==> src/rtl/mod_memstage.sv <==
// Memory stage: passes execute results to writeback, issuing one load or store
// request per instruction and bounding the wait for its response.
module mod_memstage #(
    parameter int MAX_WAIT = 255
) (
    input  logic        clk,
    input  logic        reset,
    input  logic        in_valid,
    output logic        in_ready,
    input  logic [7:0]  in_opcode,
    input  logic        in_twob,
    input  logic [3:0]  in_regbyte,
    input  logic [3:0]  in_rmbyte,
    input  logic [63:0] in_alu_result,
    input  logic [63:0] in_alu_ext_result,
    input  logic [63:0] in_store_data,
    input  logic        in_sim_end,
    output logic        mem_req_valid,
    input  logic        mem_req_ready,
    output logic        mem_req_we,
    output logic [63:0] mem_req_addr,
    output logic [63:0] mem_req_wdata,
    input  logic        mem_resp_valid,
    input  logic [63:0] mem_resp_rdata,
    output logic        wb_valid,
    input  logic        wb_ready,
    output logic [63:0] wb_alu_result,
    output logic [63:0] wb_alu_ext_result,
    output logic [7:0]  wb_opcode,
    output logic        wb_twob_opcode,
    output logic [3:0]  wb_regbyte,
    output logic [3:0]  wb_rmbyte,
    output logic        wb_sim_end,
    output logic        store_memstage_active,
    output logic        mem_error
);

    localparam logic [2:0] ST_IDLE = 3'd0;
    localparam logic [2:0] ST_REQ  = 3'd1;
    localparam logic [2:0] ST_WAIT = 3'd2;
    localparam logic [2:0] ST_OUT  = 3'd3;
    localparam logic [2:0] ST_HALT = 3'd4;

    localparam int CNT_W = ($clog2(MAX_WAIT + 1) > 8) ? $clog2(MAX_WAIT + 1) : 8;
    localparam logic [CNT_W-1:0] MAX_CNT = CNT_W'(MAX_WAIT);

    logic [2:0]       state_q, state_d;
    logic [7:0]       opcode_q, opcode_d;
    logic             twob_q, twob_d;
    logic [3:0]       regbyte_q, regbyte_d;
    logic [3:0]       rmbyte_q, rmbyte_d;
    logic [63:0]      alu_q, alu_d;
    logic [63:0]      ext_q, ext_d;
    logic [63:0]      sdata_q, sdata_d;
    logic             sim_end_q, sim_end_d;
    logic             is_load_q, is_load_d;
    logic             is_store_q, is_store_d;
    logic [CNT_W-1:0] cnt_q, cnt_d;
    logic             mem_error_q, mem_error_d;
    logic             timeout_q, timeout_d;

    logic             in_is_load;
    logic             in_is_store;
    logic [CNT_W-1:0] cnt_inc;

    assign in_is_load  = !in_twob && (in_opcode == 8'd139 || in_opcode == 8'd195 ||
                         (in_opcode >= 8'd88 && in_opcode <= 8'd95));
    assign in_is_store = !in_twob && (in_opcode == 8'd137 || in_opcode == 8'd232 ||
                         in_opcode == 8'd255 || (in_opcode >= 8'd80 && in_opcode <= 8'd87));
    assign cnt_inc     = cnt_q + 1'b1;

    always_comb begin
        state_d     = state_q;
        opcode_d    = opcode_q;
        twob_d      = twob_q;
        regbyte_d   = regbyte_q;
        rmbyte_d    = rmbyte_q;
        alu_d       = alu_q;
        ext_d       = ext_q;
        sdata_d     = sdata_q;
        sim_end_d   = sim_end_q;
        is_load_d   = is_load_q;
        is_store_d  = is_store_q;
        cnt_d       = cnt_q;
        mem_error_d = mem_error_q;
        timeout_d   = timeout_q;
        case (state_q)
            ST_IDLE: begin
                if (in_valid) begin
                    opcode_d   = in_opcode;
                    twob_d     = in_twob;
                    regbyte_d  = in_regbyte;
                    rmbyte_d   = in_rmbyte;
                    alu_d      = in_alu_result;
                    ext_d      = in_alu_ext_result;
                    sdata_d    = in_store_data;
                    sim_end_d  = in_sim_end;
                    is_load_d  = in_is_load;
                    is_store_d = in_is_store;
                    timeout_d  = 1'b0;
                    state_d    = (in_is_load || in_is_store) ? ST_REQ : ST_OUT;
                end
            end
            ST_REQ: begin
                if (mem_req_ready) begin
                    cnt_d   = '0;
                    state_d = ST_WAIT;
                end
            end
            ST_WAIT: begin
                // A response arriving on the last allowed cycle still wins over the timeout.
                if (mem_resp_valid) begin
                    if (is_load_q) begin
                        alu_d = mem_resp_rdata;
                    end
                    state_d = ST_OUT;
                end else if (cnt_inc >= MAX_CNT) begin
                    cnt_d       = cnt_inc;
                    mem_error_d = 1'b1;
                    timeout_d   = 1'b1;
                    alu_d       = '0;
                    state_d     = ST_OUT;
                end else begin
                    cnt_d = cnt_inc;
                end
            end
            ST_OUT: begin
                if (wb_ready) begin
                    state_d = sim_end_q ? ST_HALT : ST_IDLE;
                end
            end
            ST_HALT: state_d = ST_HALT;
            default: state_d = ST_IDLE;
        endcase
    end

    always_ff @(posedge clk) begin
        if (!reset) begin
            state_q     <= ST_IDLE;
            opcode_q    <= '0;
            twob_q      <= 1'b0;
            regbyte_q   <= '0;
            rmbyte_q    <= '0;
            alu_q       <= '0;
            ext_q       <= '0;
            sdata_q     <= '0;
            sim_end_q   <= 1'b0;
            is_load_q   <= 1'b0;
            is_store_q  <= 1'b0;
            cnt_q       <= '0;
            mem_error_q <= 1'b0;
            timeout_q   <= 1'b0;
        end else begin
            state_q     <= state_d;
            opcode_q    <= opcode_d;
            twob_q      <= twob_d;
            regbyte_q   <= regbyte_d;
            rmbyte_q    <= rmbyte_d;
            alu_q       <= alu_d;
            ext_q       <= ext_d;
            sdata_q     <= sdata_d;
            sim_end_q   <= sim_end_d;
            is_load_q   <= is_load_d;
            is_store_q  <= is_store_d;
            cnt_q       <= cnt_d;
            mem_error_q <= mem_error_d;
            timeout_q   <= timeout_d;
        end
    end

    assign in_ready              = (state_q == ST_IDLE);
    assign mem_req_valid         = (state_q == ST_REQ);
    assign mem_req_we            = is_store_q;
    assign mem_req_addr          = alu_q;
    assign mem_req_wdata         = sdata_q;
    assign wb_valid              = (state_q == ST_OUT);
    assign wb_alu_result         = alu_q;
    assign wb_alu_ext_result     = ext_q;
    assign wb_opcode             = opcode_q;
    assign wb_twob_opcode        = twob_q;
    assign wb_regbyte            = regbyte_q;
    assign wb_rmbyte             = rmbyte_q;
    assign wb_sim_end            = sim_end_q;
    assign store_memstage_active = (state_q == ST_OUT) && is_store_q && !timeout_q;
    assign mem_error             = mem_error_q;

endmodule

==> config.mk <==
export PLATFORM = sky130hd
export DESIGN_NAME = mod_memstage
export DESIGN_NICKNAME = d
export VERILOG_FILES = /design/src/rtl/mod_memstage.sv
export SDC_FILE = /design/constraint.sdc
export NUM_CORES = 1
export LEC_CHECK = 0
export BUFFER_PORTS_ARGS = -buffer_cell sky130_fd_sc_hd__buf_2
export CELL_PAD_IN_SITES_DETAIL_PLACEMENT = 0
export CELL_PAD_IN_SITES_GLOBAL_PLACEMENT = 1
export CORE_AREA = 8 8 210 212
export DETAILED_ROUTE_END_ITERATION = 10
export DIE_AREA = 0 0 218 220
export PLACE_DENSITY_LB_ADDON = 0.3
export SKIP_CTS_REPAIR_TIMING = 1
export SLEW_MARGIN = 20
export SYNTH_ARGS = -nofsm -noshare
export SYNTH_HDL_FRONTEND = slang
export SYNTH_SLANG_ARGS = --single-unit
export TNS_END_PERCENT = 100
==> constraint.sdc <==
create_clock -name clk -period 3.85 [get_ports clk]
set_input_delay 0.5775 -clock clk [delete_from_list [all_inputs] [get_ports clk]]
set_output_delay 0.5775 -clock clk [all_outputs]
set_load 0.02 [all_outputs]
; After elaboration in Yosys (flattened, before gate mapping)
; Cells that the tools add are included.
[classes]
n_reduce_logical = 23
bitwise_logic = 1
add_sub_neg = 1
magnitude_cmp = 5
mux = 20
eq_ne = 16
[op_table]
columns = op, count
row1 = 64-bit two-way mux, 4
row2 = 64-bit case mux with 2 select lines, 1
row3 = 8-bit equality test (second input constant), 5
row4 = 3-bit two-way mux, 6
row5 = 8-bit by 7-bit >= comparator with 1-bit output (second input constant), 2
row6 = 8-bit by 7-bit <= comparator with 1-bit output (second input constant), 2
row7 = 8-bit two-way mux, 2
row8 = 8-bit case mux with 2 select lines, 1
row9 = 3-bit case mux with 5 select lines, 1
row10 = 4-bit AND reduction, 3
row11 = 8-bit by 1-bit adder with 8-bit output (second input constant), 1
row12 = 8-bit >= comparator (second input constant), 1
row13 = 3-bit by 2-bit equality test with 1-bit output (second input constant), 2
row14 = 1-bit logical AND, 6
row15 = 1-bit logical OR, 6
row16 = 2-bit != test (second input constant), 3
row17 = 3-bit != test (second input constant), 2
row18 = 3-bit AND reduction, 2
row19 = 2-bit by 1-bit != test with 1-bit output (second input constant), 2
row20 = 2-bit nonzero test, 2
row21 = 3-bit by 1-bit equality test with 1-bit output (second input constant), 1
row22 = 3-bit equality test (second input constant), 1
row23 = 3-bit logical NOT, 1
row24 = 1-bit two-way mux, 3
row25 = other kinds (5), 6
[totals]
input_bits = 280
out_inout_bits = 280
reg_bits = 225

; Longest topological paths before layout
[logic_depth]
depth_word = 9
depth_mapped = 8
ltp_nobuf = 6

; Worst setup path before layout
; OpenSTA, ideal clock, no wires.
[synth_timing]
kind = register to output
startpoint = register state_q[1]
endpoint = output store_memstage_active
arrival_ns = 1.399
stages_incl_launch_ff = 4
n_path_buf = 1
slack_ns = 1.874
path_cell_list = dfxtp_1 -> buf_2 -> nand2_1 -> nor4b_1
[synth_via]
elab_chain_len = 3
[synth_rtl]
columns = element, line_no
row1 = from (decl), 47  ; logic [2:0] state_q, state_d;
row2 = from (signal assigned), 154  ; state_q <= state_d;
row3 = 3-bit by 2-bit equality test with 1-bit output, 184  ; assign store_memstage_active = (state_q == ST_OUT) && is_store_q && !timeout_q;
row4 = 1-bit logical AND (2 in a row), 184
row5 = to (decl), 34  ; output logic store_memstage_active,
; No other way between the ends.

; Final worst setup path
[layout_timing]
startpoint = register state_q[1]
endpoint = register alu_q[46], in the netlist mem_req_addr[46]
[layout_via]
elab_chain_len = 3
elab_cells_between_ends = 8
classes_between = 4 x eq/ne / 1 x mux / 3 x reduce/logical
[layout_rtl]
columns = element, line_no
row1 = 3-bit by 2-bit equality test with 1-bit output / 3-bit logical NOT (equally long branches), 87  ; case (state_q)
row2 = 3-bit != test (no source line) (tied with other cells), n/a
row3 = 4-bit AND reduction (no source line), n/a
row4 = to (signal assigned), 159  ; alu_q <= alu_d;
row5 = to (decl), 52  ; logic [63:0] alu_q, alu_d;
; Parallel ways exist; a longest one is shown, timed or not.
; A chain may end at the register's enable or synchronous reset.

==> key figures <==
Worst hold path
  – Hold/Removal Path Class: input pin to flip-flop
  – Min-delay src: in_rmbyte[0]
  – WHS Endpoint: wb_rmbyte[0]$_SDFFE_PN0P_
  – Hold Crit Depth: 3

Yosys
  – Syn avg cell area: 8.28 sq um
  – Synth Area in Simple Gates: 20.1%
  – #FFs+latches synth: 225
  – Synthesized area: 9830 sq um
  – Top-area cell type share of the netlist area: 45.8%
  – Syn_nets: 1,469
  – Synthesized instance count: 1,187
  – XOR/XNOR share of the synthesized area: 0.178%
  – Main combinational cell family by area after synthesis: compound AO/OA/AOI/OAI gates
  – Synth Flop Type: dfxtp_1
  – Mux cell area share after synthesis: 0.102%
  – Number of flops mapped to enable cells by yosys: 0
  – Yosys top cell by area: dfxtp_1
  – Post-synth ARST share: 0%
  – Distinct cells, synth: 52
  – Compound-cell area share of the yosys netlist: 24.4%
  – Post-Synth Adder-Cell Area: 0.255%
  – Sequential area share after synthesis: 45.8%
  – Warnings from Yosys: 0
  – Synth top area cells: dfxtp_1 (46%), nand2_1 (17%), a21boi_0 (9.7%)

Place
  – Setup WS pre-CTS: 1.20 ns
  – GP Congestion: 0.744
  – Post-DP HPWL: 30,300 um
  – Port buffer count: 559

Setup path
  – Worst r2r dst: mem_req_addr[46]$_SDFFE_PN0P_
  – Worst Path Max Fanout: 64
  – Worst R2R Path Depth: 6
  – RR Startpoint: state_q[1]$_SDFFE_PN0P_
  – Setup crit end kind: flip-flop
  – Crit path kind: flip-flop to flip-flop
  – Data required, critical path: 4.34 ns
  – CP Launch Type: flip-flop
  – Critical Path Start: state_q[1]$_SDFFE_PN0P_
  – R2R Setup Slk: 1.21 ns
  – CP arrival: 3.13 ns

Final layout
  – Storage cell area: 4500 sq um
  – FILL cells: 4,443
  – Multi-input logic area: 4450 sq um
  – Post-layout nets: 1,918
  – Share of post-route cells with drive strength above 1: 38.1%
  – Area growth from synthesis to layout: 37.4%

Detailed routing
  – ANT nets after route: 0
  – WL final: 40,600 um
  – Vias/cell: 4.52
  – 1st-pass router iterations: 5
  – DR vias: 9,914
  – DR WL/cell: 18.5 um
  – Residual DRC count: 0
  – Initial DRC Count: 634

STA
  – TNS Setup: 0 ns
  – Rel. slew slack: 47.8%
  – Final Max Tran Viols: 0
  – Skew final: 0.0252 ns
  – Max Freq: 378 MHz
  – Worst-Margin Slew: 0.783 ns
  – Crit path time final: 2.64 ns
  – Period Utilization, post-route: 68.6%
  – Final setup fails: 0
  – Final worst setup slack: 1.21 ns
  – Hold Vio Cnt, Final: 0
  – RSZ-0062 raised after global routing: false

Power
  – Worst VDD drop: 0.000308 V
  – Power Dens Cells: 496 nW/um^2
  – Leak: 6.55 nW

Floorplan
  – Starting Density: 24.2%
  – Full die area: 48,000 sq um
  – Die height: 220 um
  – Die width: 218 um
  – Core area: 40,600 sq um
  – Ports: 560
  – Placement row count: 74

Global routing
  – Wire length of the first global-routing pass: 59,900 um
  – Initial antenna violation count: 7
  – Largest net degree at the start of global routing: 118
  – Vias in the first global route: 9,729
  – Total GRT Usage: 15.7%
  – Gr ovfl total: 0

Clock network
  – CTS Buf Count: 28
  – Clock Path Buffers: 3
  – Clock Latency Late Sink: 0.57 ns
  – H-tree depth: 1
  – Root Driver: clkbuf_16
  – Clock-pin slew on the worst setup and hold paths: 0.06 ns
  – CTS tree: yes
  – Num Clock Sinks: 225

Outcome
  – Status: finished clean

Flow run
  – Maxcap violations: 0
==> layer usage <==
| metal | track usage, % | share of wire (%) | up-vias |
|---|---|---|---|
| met1 | 18.3 | 40 | 4617 |
| met3 | 6.53 | 11 | 44 |
| met4 | 3.20 | 1.7 | 8 |
| met2 | 26.9 | 48 | 393 |
| li1 | - | - | 4852 |
| met5 | 0 | 0.11 | - |
==> flip-flops by register name, indices dropped and copies added (netlist names) <==
name / cells
cnt_q: 8
is_load_q: 1
mem_error: 1
mem_req_addr: 64
mem_req_wdata: 64
mem_req_we: 1
state_q: 3
timeout_q: 1
wb_alu_ext_result: 64
wb_opcode: 8
wb_regbyte: 4
wb_rmbyte: 4
wb_sim_end: 1
wb_twob_opcode: 1
==> through the flow <==
step / power (mW) / util (%) / hold slack (ns) / cell area (sq um) / std cells
6_report: 6.70 / 33.3 / 0.240 / 13500 / 2192
5_1_grt: 7.06 / 33.3 / 0.212 / 13500 / 2190
4_1_cts: 6.84 / 33.3 / 0.197 / 13500 / 2189
3_5_place_dp: 4.18 / 31.0 / 0.445 / 12600 / 2138
3_3_place_gp: 4.17 / 31.0 / 0.439 / 12600 / 2138
2_1_floorplan: 3.63 / - / 0.423 / 9830 / 1187
==> worst max path at each step <==
stage / endpoint / slack, ns / cells after the start
final: mem_req_addr[46]$_SDFFE_PN0P_ / 1.21 / 6
after global routing: mem_req_addr[46]$_SDFFE_PN0P_ / 1.04 / 6
after CTS: mem_req_addr[17]$_SDFFE_PN0P_ / 1.15 / 6
after detailed placement: mem_req_addr[37]$_SDFFE_PN0P_ / 1.20 / 6
after global placement: mem_req_addr[61]$_SDFFE_PN0P_ / 1.27 / 6
after floorplan: store_memstage_active / 1.87 / 3
==> power by group <==
part	switching [mW]	internal, mW	leakage [nW]	total [mW]
combinational	0.923	0.517	4.26	1.44
clock	1.09	1.51	0.443	2.60
sequential	0.142	2.52	1.84	2.66
total	2.16	4.54	6.55	6.70
==> cells in the mapped netlist (4+ instances only) <==
cell type	instances
a31oi_1	5
clkbuf_1	54
nor2b_1	4
buf_6	6
inv_1	4
a21oi_1	4
a22oi_1	63
a21boi_0	127
buf_1	5
buf_2	22
nand3_1	7
and3_1	5
a22o_1	64
o21ai_0	12
buf_4	65
dfxtp_1	225
a21boi_1	20
nand2_1	437
nor2_1	16
==> worst max-delay path, cell delays in order (launching register included) <==
cell and delay [ns]:
dfxtp_1 0.65, or3b_4 0.48, nor2_4 0.17, nand2_1 0.14, a31oi_4 0.17, buf_4 0.61, a22o_1 0.25
==> cell type report <==
type | count | share of cell area [%]
Inverter | 4 | 0.111
Clock inverter | 14 | 0.991
Sequential cell | 225 | 33.4
Clock buffer | 37 | 5.81
Tap cell | 532 | 4.93
Timing Repair Buffer | 571 | 21.8
Multi-Input combinational cell | 806 | 32.9
Antenna cell | 3 | 0.0556
==> cell usage in the layout (no fill, tap or decap), drive strengths merged, types with 3 or more instances in the layout <==
| master | instances |
|---|---|
| buf | 571 |
| nand2 | 437 |
| dfxtp | 225 |
| a21boi | 147 |
| a22o | 64 |
| a22oi | 63 |
| clkbuf | 37 |
| nor2 | 17 |
| o21ai | 13 |
| clkinv | 9 |
| nand3 | 7 |
| a31oi | 6 |
| and3 | 5 |
| inv | 4 |
| nor2b | 4 |
| a21oi | 4 |
| clkinvlp | 4 |
| diode | 3 |
==> kinds of logic after synthesis <==
| family | Yosys count |
|---|---|
| XOR/XNOR | 2 |
| AND/OR/NAND/NOR | 490 |
| adder cells (fa/ha/maj) | 2 |
| buffers and inverters | 156 |
| multiplexers | 1 |
| flip-flops | 225 |
| AO/OA/AOI/OAI | 311 |
Note: power is estimated with default switching activity, not from simulation.
